## src/rtl/drawunit_wr_responder_if.sv

```systemverilog
// Drawer/frame-buffer signal bundle for drawunit_wr_responder; master drives requests and sink status.
// Combinational wires only: no latency of its own, and backpressure is carried by mem_ready.
interface drawunit_wr_responder_if;
  logic        write_burst_req;
  logic [21:0] addr;
  logic [9:0]  write_burst_len;
  logic [15:0] rgb;
  logic        write_burst_data_req;
  logic        write_burst_data_finish;
  logic        mem_ready;
  logic        mem_we;
  logic [21:0] mem_addr;
  logic [15:0] mem_wdata;
  logic        busy;
  logic        err_oob;

  modport master (
    output write_burst_req, addr, write_burst_len, rgb, mem_ready,
    input  write_burst_data_req, write_burst_data_finish, mem_we, mem_addr, mem_wdata, busy, err_oob
  );

  modport slave (
    input  write_burst_req, addr, write_burst_len, rgb, mem_ready,
    output write_burst_data_req, write_burst_data_finish, mem_we, mem_addr, mem_wdata, busy, err_oob
  );
endinterface

```

## src/rtl/drawunit_wr_responder.sv

```systemverilog
// Burst-write responder: one data_req per word, then a single-word frame-buffer write 2 cycles later; finish 3 cycles after the last req.
// mem_ready low holds off the next request for one cycle (at most 2 words in flight); WR_BOUND_CHECK_EN adds the FB_WORDS bound check.
module drawunit_wr_responder #(
  parameter logic [21:0] FB_WORDS = 22'd307200
) (
  input  logic                     clk,
  input  logic                     rst,
  drawunit_wr_responder_if.slave   bus
);

  typedef enum logic [2:0] {
    IDLE   = 3'd0,
    ACCEPT = 3'd1,
    DATA   = 3'd2,
    DRAIN  = 3'd3,
    FINISH = 3'd4,
    GAP    = 3'd5
  } state_t;

  state_t      state;
  state_t      state_nxt;
  logic        issue;

  logic [21:0] cur_addr;
  logic [9:0]  remaining;
  logic        data_req;
  logic        req_d;
  logic        finish;
  logic        busy;
  logic        we;
  logic [21:0] waddr;
  logic [15:0] wdata;
  logic        in_bound;

  always_ff @(posedge clk) begin
    if (rst) begin
      state <= IDLE;
    end else begin
      state <= state_nxt;
    end
  end

  always_comb begin
    state_nxt = state;
    issue     = 1'b0;
    case (state)
      IDLE: begin
        if (bus.write_burst_req) state_nxt = ACCEPT;
      end
      ACCEPT: begin
        if (remaining == 10'd0) begin
          state_nxt = FINISH;
        end else begin
          issue     = bus.mem_ready;
          state_nxt = (issue && remaining == 10'd1) ? DRAIN : DATA;
        end
      end
      DATA: begin
        issue = bus.mem_ready;
        if (issue && remaining == 10'd1) state_nxt = DRAIN;
      end
      DRAIN: begin
        // Last mem_we is launched in the cycle the capture stage empties.
        if (!data_req && !req_d) state_nxt = FINISH;
      end
      FINISH:  state_nxt = GAP;
      GAP:     state_nxt = IDLE;
      default: state_nxt = IDLE;
    endcase
  end

`ifdef WR_BOUND_CHECK_EN
  logic err_oob;

  assign in_bound = (cur_addr < FB_WORDS);

  always_ff @(posedge clk) begin
    if (rst) begin
      err_oob <= 1'b0;
    end else if (req_d && !in_bound) begin
      err_oob <= 1'b1;
    end
  end

  assign bus.err_oob = err_oob;
`else
  assign in_bound    = 1'b1;
  assign bus.err_oob = 1'b0;
`endif

  always_ff @(posedge clk) begin
    if (rst) begin
      cur_addr  <= '0;
      remaining <= '0;
      data_req  <= 1'b0;
      req_d     <= 1'b0;
      finish    <= 1'b0;
      busy      <= 1'b0;
      we        <= 1'b0;
      waddr     <= '0;
      wdata     <= '0;
    end else begin
      data_req <= issue;
      req_d    <= data_req;
      finish   <= (state_nxt == FINISH);
      busy     <= (state_nxt != IDLE);
      we       <= 1'b0;

      if (state == IDLE && bus.write_burst_req) begin
        cur_addr  <= bus.addr;
        remaining <= bus.write_burst_len;
      end else if (issue) begin
        remaining <= remaining - 10'd1;
      end

      // rgb is valid the cycle after data_req; capture it with its address.
      if (req_d) begin
        waddr    <= cur_addr;
        wdata    <= bus.rgb;
        we       <= in_bound;
        cur_addr <= cur_addr + 22'd1;
      end
    end
  end

  assign bus.write_burst_data_req    = data_req;
  assign bus.write_burst_data_finish = finish;
  assign bus.busy                    = busy;
  assign bus.mem_we                  = we;
  assign bus.mem_addr                = waddr;
  assign bus.mem_wdata               = wdata;

endmodule

```

## src/flat_wrapper.sv

```systemverilog
// flat-port wrapper written by rule: the top's interface ports become plain ports
module drawunit_wr_responder_flat 
#(
  parameter logic [21:0] FB_WORDS = 22'd307200
)
  (clk, rst, bus_write_burst_req, bus_addr, bus_write_burst_len, bus_rgb, bus_mem_ready, bus_write_burst_data_req, bus_write_burst_data_finish, bus_mem_we, bus_mem_addr, bus_mem_wdata, bus_busy, bus_err_oob);
  drawunit_wr_responder_if bus_i ();
  input  logic clk;
  input  logic rst;
  input wire logic [$bits(bus_i.write_burst_req)-1:0] bus_write_burst_req;
  input wire logic [$bits(bus_i.addr)-1:0] bus_addr;
  input wire logic [$bits(bus_i.write_burst_len)-1:0] bus_write_burst_len;
  input wire logic [$bits(bus_i.rgb)-1:0] bus_rgb;
  input wire logic [$bits(bus_i.mem_ready)-1:0] bus_mem_ready;
  output wire logic [$bits(bus_i.write_burst_data_req)-1:0] bus_write_burst_data_req;
  output wire logic [$bits(bus_i.write_burst_data_finish)-1:0] bus_write_burst_data_finish;
  output wire logic [$bits(bus_i.mem_we)-1:0] bus_mem_we;
  output wire logic [$bits(bus_i.mem_addr)-1:0] bus_mem_addr;
  output wire logic [$bits(bus_i.mem_wdata)-1:0] bus_mem_wdata;
  output wire logic [$bits(bus_i.busy)-1:0] bus_busy;
  output wire logic [$bits(bus_i.err_oob)-1:0] bus_err_oob;
  assign bus_i.write_burst_req = bus_write_burst_req;
  assign bus_i.addr = bus_addr;
  assign bus_i.write_burst_len = bus_write_burst_len;
  assign bus_i.rgb = bus_rgb;
  assign bus_i.mem_ready = bus_mem_ready;
  assign bus_write_burst_data_req = bus_i.write_burst_data_req;
  assign bus_write_burst_data_finish = bus_i.write_burst_data_finish;
  assign bus_mem_we = bus_i.mem_we;
  assign bus_mem_addr = bus_i.mem_addr;
  assign bus_mem_wdata = bus_i.mem_wdata;
  assign bus_busy = bus_i.busy;
  assign bus_err_oob = bus_i.err_oob;
  drawunit_wr_responder #(.FB_WORDS(FB_WORDS)) u_core (.clk(clk), .rst(rst), .bus(bus_i));
endmodule
```

## config.mk

```make
export PLATFORM = sky130hd
export DESIGN_NAME = drawunit_wr_responder_flat
export DESIGN_NICKNAME = d
export VERILOG_FILES = /design/src/rtl/drawunit_wr_responder_if.sv /design/src/rtl/drawunit_wr_responder.sv /design/src/flat_wrapper.sv
export SDC_FILE = /design/constraint.sdc
export NUM_CORES = 1
export LEC_CHECK = 0
export ABC_AREA = 0
export BUFFER_PORTS_ARGS = -buffer_cell sky130_fd_sc_hd__buf_2
export CAP_MARGIN = 0
export CORE_UTILIZATION = 50
export DETAILED_ROUTE_END_ITERATION = 8
export PLACE_DENSITY = 0.75
export SYNTH_ARGS = -nofsm -noshare
export SYNTH_HDL_FRONTEND = slang
export SYNTH_SLANG_ARGS = --single-unit
export TNS_END_PERCENT = 1
```

## constraint.sdc

```tcl
create_clock -name clk -period 3.1 [get_ports clk]
set_input_delay 0.31 -clock clk [delete_from_list [all_inputs] [get_ports clk]]
set_output_delay 0.31 -clock clk [all_outputs]
set_load 0.03 [all_outputs]
```

# Word-level counts from Yosys, hierarchy flattened
# Cells that the tools add are included.
# Widths: inputs -> output; s select.
[word_totals] reg_bits=78 input_bits=52 out_inout_bits=43 word_cells=41
[op_classes] n_addsub=2 eq_ne=6 mux=13 reduce_logical=10
[ops] op="$mux 22" count=2
[ops] op="$add 22x1->22 const B" count=1
[ops] op="$mux 10" count=2
[ops] op="$pmux 3 s5" count=1
[ops] op="$mux 3" count=4
[ops] op="$eq 10x1->1 const B" count=1
[ops] op="$logic_not 10->1" count=1
[ops] op="$sub 10x1->10 const B" count=1
[ops] op="$eq 3x2->1 const B" count=2
[ops] op="$eq 3x3->1 const B" count=2
[ops] op="$reduce_bool 2->1" count=2
[ops] op="$eq 3x1->1 const B" count=1
[ops] op="$logic_and 1x1->1" count=3
[ops] op="$logic_not 3->1" count=1
[ops] op="$mux 1" count=3
[ops] op="$reduce_bool 3->1" count=1
[ops] op="$logic_not 1->1" count=2
[ops] op="$pmux 1 s2" count=1

# Logic depth before layout (Yosys ltp)
[logic_depth] ltp_word=6 mapped_depth=8

# Worst setup path before layout
# Ideal clock, no wire load.
[synth_path] path_kind="register -> register" from="register u_core.state[2]" to="register u_core.cur_addr[18]" arrival_time_ns=1.635 slack_ns=1.314 stages_incl_launch_ff=8 n_path_buf=3 cell_sequence="dfxtp_1 -> buf_2 -> or4b_1 -> clkbuf_1 -> buf_2 -> and2_1 -> a211oi_1 -> a311oi_1"
[synth_between] elab_chain_cells=3
[synth_rtl] element="from (decl)" line="drawunit_wr_responder.sv:20" source="state_t state;"
[synth_rtl] element="from (signal assigned)" line="drawunit_wr_responder.sv:39" source="state <= state_nxt;"
[synth_rtl] element="$logic_not 3->1" line="drawunit_wr_responder.sv:109" source="if (state == IDLE && bus.write_burst_req) begin"
[synth_rtl] element="$logic_and 1x1->1" line="drawunit_wr_responder.sv:109"
[synth_rtl] element="$reduce_bool 2->1 (no source line)"
[synth_rtl] element="to (signal assigned)" line="drawunit_wr_responder.sv:110" source="cur_addr <= bus.addr;"
[synth_rtl] element="to (signal assigned)" line="drawunit_wr_responder.sv:121" source="cur_addr <= cur_addr + 22'd1;"
[synth_rtl] element="to (decl)" line="drawunit_wr_responder.sv:24" source="logic [21:0] cur_addr;"
# Every way passes these cells.
# A chain may end at the register's enable or synchronous reset.

# Worst setup path after layout
[layout_path] from="register u_core.state[0]" to="register u_core.cur_addr[9]"
# Same word-level chain as after synthesis.

==> results.py <==
metrics = {
    "critical_path": {
        "worst_ep_arrival_time_ns": 2.40,
        "start_kind": "register",
        "rrSetupSlack_ns": 0.97,
        "worstSetupStartpoint": "u_core.state[0]",
        "reg2reg_to": "u_core.cur_addr[9]",
        "crit_type": "reg -> reg",
        "reg2reg_depth": 5,
        "critPathRequiredTime_ns": 3.37,
        "critical_path.max_fanout": 16,
        "r2r-start": "u_core.state[0]",
        "end_kind": "register",
    },
    "drt": {
        "wl_met1_um": 3830,
        "wl_per_cell_um": 14.1,
        "drcViolationCount": 0,
        "antenna_left": 0,
        "routed_wl_um": 8520,
        "first_pass_iters": 4,
        "drtIter0Drc": 213,
        "routed-wl-met2_um": 4040,
        "wl_met3_um": 464,
        "routed_via_density": 5.49,
        "num_vias": 3319,
        "topRoutingLayerUsed": "met4",
    },
    "final_layout": {
        "antenna_cells": 0,
        "nets": 557,
        "drive_above_1_share": 0.257,
        "fin_cells": 605,
        "final_cell_mix": "buf_2, dfxtp_1, nor2_1",
        "layout_commonest_cell": "buf_2",
        "syn2layout_area_growth_pct": 19.6,
    },
    "sta": {
        "tns_ns": 0,
        "slew_violations": 0,
        "timing.final.crit_share": 0.688,
        "rsz0062_at_grt": "no",
        "skew_ns": 0.0114,
        "timing.final.crit_period_ns": 2.13,
        "tightest_slew_ns": 0.731,
        "fin_ws_ns": 0.969,
        "fmax_mhz": 469,
        "hold_viol_final": 0,
        "relSlewSlack": 0.508,
        "setup_viol": 0,
    },
    "flow_run": {
        "maxCapViolCount": 0,
    },
    "floorplanning": {
        "initial_core_util": 0.519,
        "core_um2": 7250,
        "io_pins": 95,
        "dieArea_um2": 7890,
        "row_count": 31,
        "die_h_um": 88.8,
        "die_w_um": 88.8,
    },
    "grt": {
        "grt_start_max_net_pins": 75,
        "grt_antenna_before_repair": 0,
        "grt_pass1_wl_um": 13700,
        "groute.usage.overall": 0.225,
        "grt_pass1_vias": 2950,
        "overflow": 0,
    },
    "clock_tree": {
        "clk-insertion-delay-late_ns": 0.36,
        "cts_max_level": 3,
        "post_cts_buffers": 0,
        "clock_sinks": 78,
        "cts_resized": 0,
        "cts_tree": "built",
        "cts_hold_buf": 0,
        "cts_buffers": 9,
        "root_buffer": "clkbuf_8",
        "clockBufferDepth": 2,
        "path_clk_slew_ns": 0.09,
    },
    "worst_hold_path": {
        "hold_class": "in -> reg",
        "min_to": "u_core.bus.mem_wdata[3]",
        "holdPathStages": 3,
        "hp-start": "bus_rgb[3]",
    },
    "logic_synthesis": {
        "yosysWarnings": 0,
        "syn_area_per_cell_um2": 8.91,
        "ys_seq_area_frac": 0.414,
        "synth_fp_nets": 479,
        "yosys_most_used_dff": "dfxtp_1",
        "ys_types": 55,
        "ys_ff_latch": 78,
        "syn-cell-area_um2": 3770,
        "synth-edff-count": 0,
        "synthCells": 423,
        "async_flop_share": 0,
    },
    "power_and_ir_drop": {
        "power_mw": 2.52,
        "power_density_nw_per_um2": 560,
        "power.leakage_nw": 1.77,
        "ir_drop_mv": 0.317,
    },
    "place": {
        "io_buffers": 93,
        "post-place-ws_ns": 0.966,
        "place_hpwl_um": 5780,
        "dp.cells": 589,
        "gp_congestion": 0.874,
    },
    "status": {
        "outcome": "finished clean",
    },
}
==> registers in the layout (all words and copies together), names as in the netlist <==
name and count:
u_core.bus.busy 1, u_core.bus.write_burst_data_finish 1, u_core.bus.mem_we 1, u_core.req_d 1
u_core.state 3, u_core.bus.mem_addr 22, u_core.cur_addr 22, u_core.bus.write_burst_data_req 1
u_core.bus.mem_wdata 16, u_core.remaining 10
==> through the flow <==
stage          hold slack [ns]  cell area (um2)   util
2_1_floorplan            0.446             3770      -
3_3_place_gp             0.470             4280  0.590
3_5_place_dp             0.473             4280  0.590
4_1_cts                  0.179             4510  0.621
5_1_grt                  0.185             4510  0.621
6_report                 0.187             4510  0.621
==> synth_stat cells (2+ instances only) <==
library cell   n  area share
nor2b_1        4      0.0066
nor4_2         3       0.010
and2_1         8       0.013
a21oi_1       20       0.027
nand3_1       15       0.020
nand2_1       34       0.034
a31oi_1        7       0.012
and4_1         5       0.012
nand2b_1       3      0.0050
dfxtp_1       78        0.41
o21ai_0        5      0.0066
nor3_1         2      0.0027
o22ai_1        3      0.0050
buf_6          2      0.0060
xor2_1         6       0.014
or3_1          6       0.010
xnor2_1       12       0.028
inv_1          6      0.0060
a211oi_1      19       0.038
a311oi_1       4      0.0093
o211ai_1       3      0.0060
buf_2          6      0.0080
ha_1           4       0.013
or2_2          3      0.0050
nor2_1        63       0.063
nand4bb_4      2       0.015
nand4_1        7       0.012
and4b_1        2      0.0053
mux2i_1       40        0.11
clkbuf_1      22       0.022
or3b_1         2      0.0047
nor4_1         4      0.0066
==> critical path, cell delays in order, from the launching register on <==
cell	delay, ns
dfxtp_1	0.43
or4b_1	0.87
nor2_2	0.28
a311oi_1	0.09
a41o_1	0.22
nor3_1	0.17
==> kinds of logic after synthesis <==
kind of cell	count (synthesis)	share of synthesized area
adders and majority gates	4	0.0133
other	1	0.000995
xor gates and xnor gates	18	0.0418
DFF	78	0.414
and+or+nand+nor	174	0.250
AOI/OAI and AO/OA	69	0.124
muxes	42	0.112
buffers and inverters	37	0.0438
==> cell type report <==
class	instances	area [um2]
multi-input cells	308	2050
flip-flops and latches	78	1570
repair buffers	98	515
clock buffers	9	124
inverters	6	22.5
clock inverters	7	106
well taps	99	124
fillers	632	2750
==> how the worst max path moves through the flow <==
| stage | slack (ns) | cells past startpoint | endpoint |
|---|---|---|---|
| floorplan | 1.31 | 7 | u_core.cur_addr[18] |
| global placement | 1.07 | 5 | u_core.cur_addr[9] |
| detailed placement | 0.97 | 5 | u_core.cur_addr[9] |
| CTS | 0.96 | 5 | u_core.cur_addr[9] |
| global route | 0.81 | 5 | u_core.cur_addr[9] |
| finish | 0.97 | 5 | u_core.cur_addr[9] |
==> per-layer routing <==
layer | global-route usage | up-vias
met5 | 0 | -
li1 | - | 1663
met3 | 0.0485 | 23
met2 | 0.365 | 102
met4 | 0.0997 | 0
met1 | 0.289 | 1531
==> report_power, final <==
group / switching [mW] / leakage [nW] / internal, mW
clock network: 0.408 / 0.109 / 0.466
logic: 0.253 / 1.03 / 0.211
registers: 0.111 / 0.636 / 1.07
total: 0.772 / 1.77 / 1.75
(Power assumes the default switching activity.)
